$ cat src/rtl/mips_pkg.sv
// Shared MIPS pipeline constants: load-type encodings, register zero and datapath width.
package mips_pkg;

    localparam int unsigned DATA_W = 32;

    localparam logic [4:0] REG_ZERO = 5'd0;

    localparam logic [2:0] LT_LW  = 3'd0;
    localparam logic [2:0] LT_LH  = 3'd1;
    localparam logic [2:0] LT_LHU = 3'd2;
    localparam logic [2:0] LT_LB  = 3'd3;
    localparam logic [2:0] LT_LBU = 3'd4;

endpackage

$ cat src/rtl/load_align.sv
// Little-endian load alignment: selects the half/byte addressed by the load and extends it.
module load_align
    import mips_pkg::*;
(
    input  logic [DATA_W-1:0] readData,
    input  logic [2:0]        loadType,
    input  logic [1:0]        byteOffset,
    output logic [DATA_W-1:0] aligned
);

    logic [15:0] half_sel;
    logic [7:0]  byte_sel;

    always_comb begin
        half_sel = byteOffset[1] ? readData[31:16] : readData[15:0];
        case (byteOffset)
            2'd0:    byte_sel = readData[7:0];
            2'd1:    byte_sel = readData[15:8];
            2'd2:    byte_sel = readData[23:16];
            default: byte_sel = readData[31:24];
        endcase
    end

    // Unused encodings 5-7 fall through to a full-word load.
    always_comb begin
        case (loadType)
            LT_LH:   aligned = {{16{half_sel[15]}}, half_sel};
            LT_LHU:  aligned = {16'h0000, half_sel};
            LT_LB:   aligned = {{24{byte_sel[7]}}, byte_sel};
            LT_LBU:  aligned = {24'h000000, byte_sel};
            default: aligned = readData;
        endcase
    end

endmodule

$ cat src/rtl/writeback_stage.sv
// MEM/WB pipeline register, load alignment and retire counter feeding the register file.
// Define WB_FORWARD_EN to add the combinational decode bypass ports.
module writeback_stage
    import mips_pkg::*;
#(
    parameter int unsigned RETIRE_WIDTH = 32
) (
    input  logic                    clk,
    input  logic                    reset,
    input  logic                    flush,
    input  logic                    memValid,
    input  logic                    memRegWrite,
    input  logic                    memMemToReg,
    input  logic [2:0]              memLoadType,
    input  logic [1:0]              memByteOffset,
    input  logic [4:0]              memWriteAddr,
    input  logic [DATA_W-1:0]       memAluResult,
    input  logic [DATA_W-1:0]       memReadData,
    output logic [4:0]              writeAddr,
    output logic [DATA_W-1:0]       writedata,
    output logic                    writeEnable,
`ifdef WB_FORWARD_EN
    input  logic [4:0]              addr1,
    input  logic [4:0]              addr2,
    output logic                    fwd1,
    output logic                    fwd2,
    output logic [DATA_W-1:0]       fwdData1,
    output logic [DATA_W-1:0]       fwdData2,
`endif
    output logic [RETIRE_WIDTH-1:0] retired
);

    logic              capture;
    logic [DATA_W-1:0] load_data;

    // flush wins over a valid instruction: the slot becomes a bubble.
    assign capture = memValid & ~flush;

    load_align u_load_align (
        .readData   (memReadData),
        .loadType   (memLoadType),
        .byteOffset (memByteOffset),
        .aligned    (load_data)
    );

    always_ff @(posedge clk or posedge reset) begin
        if (reset) begin
            writeAddr   <= REG_ZERO;
            writedata   <= '0;
            writeEnable <= 1'b0;
            retired     <= '0;
        end else begin
            writeAddr   <= memWriteAddr;
            writedata   <= memMemToReg ? load_data : memAluResult;
            writeEnable <= capture & memRegWrite & (memWriteAddr != REG_ZERO);
            if (capture) begin
                retired <= retired + RETIRE_WIDTH'(1);
            end
        end
    end

`ifdef WB_FORWARD_EN
    // $0 cannot match: writeEnable is already cleared for it.
    assign fwd1     = writeEnable & (writeAddr == addr1);
    assign fwd2     = writeEnable & (writeAddr == addr2);
    assign fwdData1 = fwd1 ? writedata : '0;
    assign fwdData2 = fwd2 ? writedata : '0;
`else
    // Without the bypass, decode waits for the register file to commit.
`endif

endmodule

$ cat config.mk
export PLATFORM = sky130hd
export DESIGN_NAME = writeback_stage
export DESIGN_NICKNAME = d
export VERILOG_FILES = /design/src/rtl/mips_pkg.sv /design/src/rtl/load_align.sv /design/src/rtl/writeback_stage.sv
export SDC_FILE = /design/constraint.sdc
export NUM_CORES = 1
export LEC_CHECK = 0
export CAP_MARGIN = 20
export CORE_MARGIN = 2
export CORE_UTILIZATION = 25
export DETAILED_ROUTE_END_ITERATION = 10
export HOLD_SLACK_MARGIN = 0.1
export SYNTH_ARGS = -nofsm -noshare
export SYNTH_HDL_FRONTEND = slang
export SYNTH_HIERARCHICAL = 1
export SYNTH_SLANG_ARGS = --single-unit
$ cat constraint.sdc
create_clock -name clk -period 4.6 [get_ports clk]
set_input_delay 1.38 -clock clk [delete_from_list [all_inputs] [get_ports clk]]
set_output_delay 1.38 -clock clk [all_outputs]
set_load 0.02 [all_outputs]
* Word-level counts from Yosys, hierarchy flattened
Index checks and enable logic that the tools add are counted.
Storage, ports and cells: input port bits 80, flip-flop bits (word level) 70, word-level logic and storage cells 21, output and inout port bits 70
Cells by class: bitwise gates (word level) 4, muxes and demuxes 4, $add $sub $neg 1, equal/unequal tests 6, reductions and logical operators 2
Operators with widths (number):
- case mux 32 bit (4 select lines) | 1
- adder 32 x 1 -> 32 bit (second input constant) | 1
- two-way mux 32 bit | 1
- case mux 8 bit (3 select lines) | 1
- two-way mux 16 bit | 1
- == test 3 x 2 -> 1 bit (second input constant) | 2
- nonzero test 5 bit | 1
- AND 1 bit | 3
- == test 3 x 1 -> 1 bit (second input constant) | 1
- == test 3 bit (second input constant) | 1
- == test 2 x 1 -> 1 bit (second input constant) | 1
- == test 2 bit (second input constant) | 1
- logical NOT 2 bit | 1
- inverter 1 bit | 1

* Depth between registers and ports, before layout
word-level depth 4, mapped depth 7

* Hierarchy
The synthesis kept the hierarchy.
By module, submodules not included:
- writeback_stage | cells each 202, area an instance 2849.0 sq um, times used 1
- load_align | cells each 151, area an instance 1141.1 sq um, times used 1

* Worst setup path before layout
No wires, ideal clock.
path type in2reg, start input port memByteOffset[0], end register writedata[10], path buffers 2, data arrival time 2.739 ns, stages 7, slack 1.736 ns, required time 4.475 ns, library setup time 0.125 ns, cell sequence buf_6 mux4_2 and3_1 buf_6 a21oi_2 o211ai_1 mux2_2
Between the ends: word-level cells in the longest chain between the ends 4, elaborated cells on any way between the ends 6, classes of those cells 2 x eq/ne; 3 x mux; 1 x reduce/logical
RTL lines:
- from (decl) | RTL line writeback_stage.sv:15 | input logic [1:0] memByteOffset,
- == test 2 bit (tied with other cells) | RTL line load_align.sv:16 | case (byteOffset)
- case mux 8 bit (3 select lines) * | RTL line load_align.sv:16
- case mux 32 bit (4 select lines) * | RTL line load_align.sv:26 | case (loadType)
- via load_data[10] | RTL line writeback_stage.sv:34 | logic [DATA_W-1:0] load_data;
- two-way mux 32 bit * | RTL line writeback_stage.sv:54 | writedata <= memMemToReg ? load_data : memAluResult;
- to (signal assigned) | RTL line writeback_stage.sv:54
- to (decl) | RTL line writeback_stage.sv:20 | output logic [DATA_W-1:0] writedata,
Mark *: on every way through the listed nets, which the timed path passes. The rest lies on a longest branch. A chain may end at the register's enable or synchronous reset.

* Worst setup path after layout
start input port memByteOffset[0], end register writedata[11]
Same word-level chain as after synthesis.

==> results.json <==
{
  "min-delay-start": "retired[31]",
  "synthDistinctLibCells": 44,
  "start_kind": "input pin",
  "grtUsageTotal": 0.1530,
  "rsz0062_at_grt": "false",
  "synthCells": 353,
  "criticalPathCategory": "input pin to flip-flop",
  "relSlewSlack": 0.3756,
  "synth_most_common_cell": "dfrtp_1",
  "cts_buffers": 9,
  "antenna_found_initial": 1,
  "hold-worst-slack_ns": 0.4758,
  "place_ws_ns": 0.7577,
  "post-cts-setup-buffers": 0,
  "fin_skew_ns": 0.008759,
  "via_per_inst": 4.711,
  "synth_seq_cells": 70,
  "clkSinkCount": 70,
  "start_util": 0.2539,
  "gp_congestion": 0.7651,
  "slew_violations": 0,
  "ys_top_cells_by_area": "dfrtp_1 44%, mux2_2 9.6%, xnor2_1 5.7%",
  "worstPathRequired_ns": 4.83,
  "io_buffer_count": 149,
  "p_leak_nw": 2.473,
  "ys_dominant_reg_cell": "dfrtp_1",
  "wirelength_um": 12340,
  "synthArstFlopShare": 1.000,
  "hold_depth": 1,
  "setup_viol": 0,
  "layout-drive-gt1-share": 0.1528,
  "ctsHoldBuffers": 0,
  "fin_ws_ns": 1.128,
  "grt_pass1_vias": 3579,
  "row_count": 46,
  "synth_nets": 434,
  "place_inst": 704,
  "cts_tree": "yes",
  "yosysTopAreaCell": "dfrtp_1",
  "drt-wirelength-per-cell_um": 17.13,
  "drt_first_pass_iters": 4,
  "diodes": 0,
  "r2r_setup_slack_ns": 2.73,
  "worst_setup_path_end_kind": "flip-flop",
  "yosys_warnings": 6,
  "synth_edf_count": 0,
  "r2r_end": "retired[31]",
  "netlist.area_leader.share": 0.4390,
  "nNetsFinal": 580,
  "die_w_um": 130.3,
  "clockBufferDepth": 2,
  "detail-route-antenna-nets": 0,
  "r2r_cells": 4,
  "cap_viol_max_count": 0,
  "die_h_um": 130.3,
  "hpwl_um": 8916,
  "cts_resized": 0,
  "grt-ovfl-total": 0,
  "tightest_slew_ns": 0.9366,
  "cts-htree-levels": 3,
  "powerDensity_mw_per_mm2": 327.0,
  "grt_pass1_wl_um": 19810,
  "drc_errors": 0,
  "synth.avg_cell_area_sq_um": 11.30,
  "outcome": "completed",
  "fin_crit_ns": 3.472,
  "drt-initial-drc-count": 168,
  "finalCritPeriodShare": 0.7548,
  "arrival_ns": 3.70,
  "cts_root_buffer": "clkbuf_16",
  "hold_path_end": "retired[31]",
  "path_max_fanout": 8,
  "area_growth_pct": 49.86,
  "synthTopCellsByCount": "70 x dfrtp_1, 34 x mux2_2, 26 x xnor2_1",
  "grt_max_degree": 71,
  "synth_seq_area_share": 0.4390,
  "hold_viol": 0,
  "via_count": 3392,
  "io_pins": 150,
  "utilization": 0.3806,
  "final_cells": 720,
  "fmax_ghz": 0.2880,
  "hp-class": "flip-flop to flip-flop",
  "die-area_sq_mm": 0.01699,
  "clkLatencyLatePin_ns": 0.34,
  "fin_tns_setup_ns": 0,
  "syn_area_sq_mm": 0.003990,
  "ir_worst_vdd_mv": 0.2584,
  "timing.rr.start": "retired[3]",
  "core_area_sq_mm": 0.01571,
  "clkTransAtPathRegs_ns": 0.07
}
[layout make-up]
| type | instances | area [sq um] |
|---|---|---|
| clock buffer | 10 | 239.0 |
| clock inverter | 6 | 68.82 |
| sequential | 70 | 1752 |
| tap | 216 | 270.3 |
| multi-input combinational | 257 | 2083 |
| fill | 1544 | 9733 |
| timing repair buffer | 157 | 1551 |
| inverter | 4 | 15.01 |
[placed cells by master, fill, tap and decap left out, drive strengths merged, types with 2 or more instances in the layout]
cell,n
a21oi,20
and3,6
xnor2,26
inv,6
mux2,34
mux4,8
o21ai,7
nand2b,3
o21bai,3
nor4,3
a22oi,8
xor2,7
a21o,16
and2,4
nand4,15
nor2,8
or3,2
o211ai,11
dfrtp,70
nand2,25
clkinv,2
nor3,2
buf,8
nand3,13
clkbuf,10
clkdlybuf4s50,149
a22o,13
nor2b,15
[report_power, final]
part,internal (W),leakage (nW),switching [W]
Sequential,0.000675,0.889,0.0000543
Combinational,0.000264,1.43,0.000233
Clock,0.000439,0.149,0.000291
Total,0.00138,2.47,0.000578
[worst max-delay path by stage]
| stage | startpoint | slack [ns] | to | cells after the start |
|---|---|---|---|---|
| finish | memByteOffset[0] | 1.13 | writedata[11] | 6 |
| global route | memByteOffset[0] | 1.04 | writedata[11] | 6 |
| detailed placement | memByteOffset[0] | 0.76 | writedata[13] | 6 |
| CTS | memByteOffset[0] | 1.12 | writedata[11] | 6 |
| global placement | memByteOffset[0] | 0.86 | writedata[13] | 6 |
| floorplan | reset | 1.45 | retired[0] | 1 |
[cell families (layout without fill, tap and decap cells)]
kind of cell / Yosys count / count (layout) / share of synthesized area
simple gates: 100 / 100 / 0.1508
compound gates: 79 / 79 / 0.1430
flops: 70 / 70 / 0.4390
mux: 43 / 43 / 0.1502
xor+xnor: 33 / 33 / 0.07244
buf+inv: 26 / 177 / 0.03888
fa+ha+maj: 2 / 2 / 0.005644
[flip-flops by register name, summed over array words and instances, names as in the netlist]
| signal | count |
|---|---|
| retired | 32 |
| writeAddr | 5 |
| writedata | 32 |
| writeEnable | 1 |
[metrics by stage]
step	instance area, sq um	total power (W)
after detailed placement	5672	0.001241
after CTS	5979	0.001990
after global routing	5979	0.002061
after floorplan	3990	0.0009872
after global placement	5672	0.001232
final	5979	0.001955
[per-layer routing]
layer	share of wire	GRT usage	up-vias
li1	-	-	1596
met1	0.45	0.2111	1678
met2	0.45	0.2254	109
met3	0.090	0.05371	7
met4	0.010	0.04756	2
met5	0.0011	0	-
[worst max-delay path: stages]
cell and delay (ns):
clkdlybuf4s50_1 0.80, mux4_2 0.60, and3_1 0.36, a21oi_2 0.17, o211ai_1 0.10, mux2_2 0.28
Note: power is estimated with default switching activity, not from simulation.
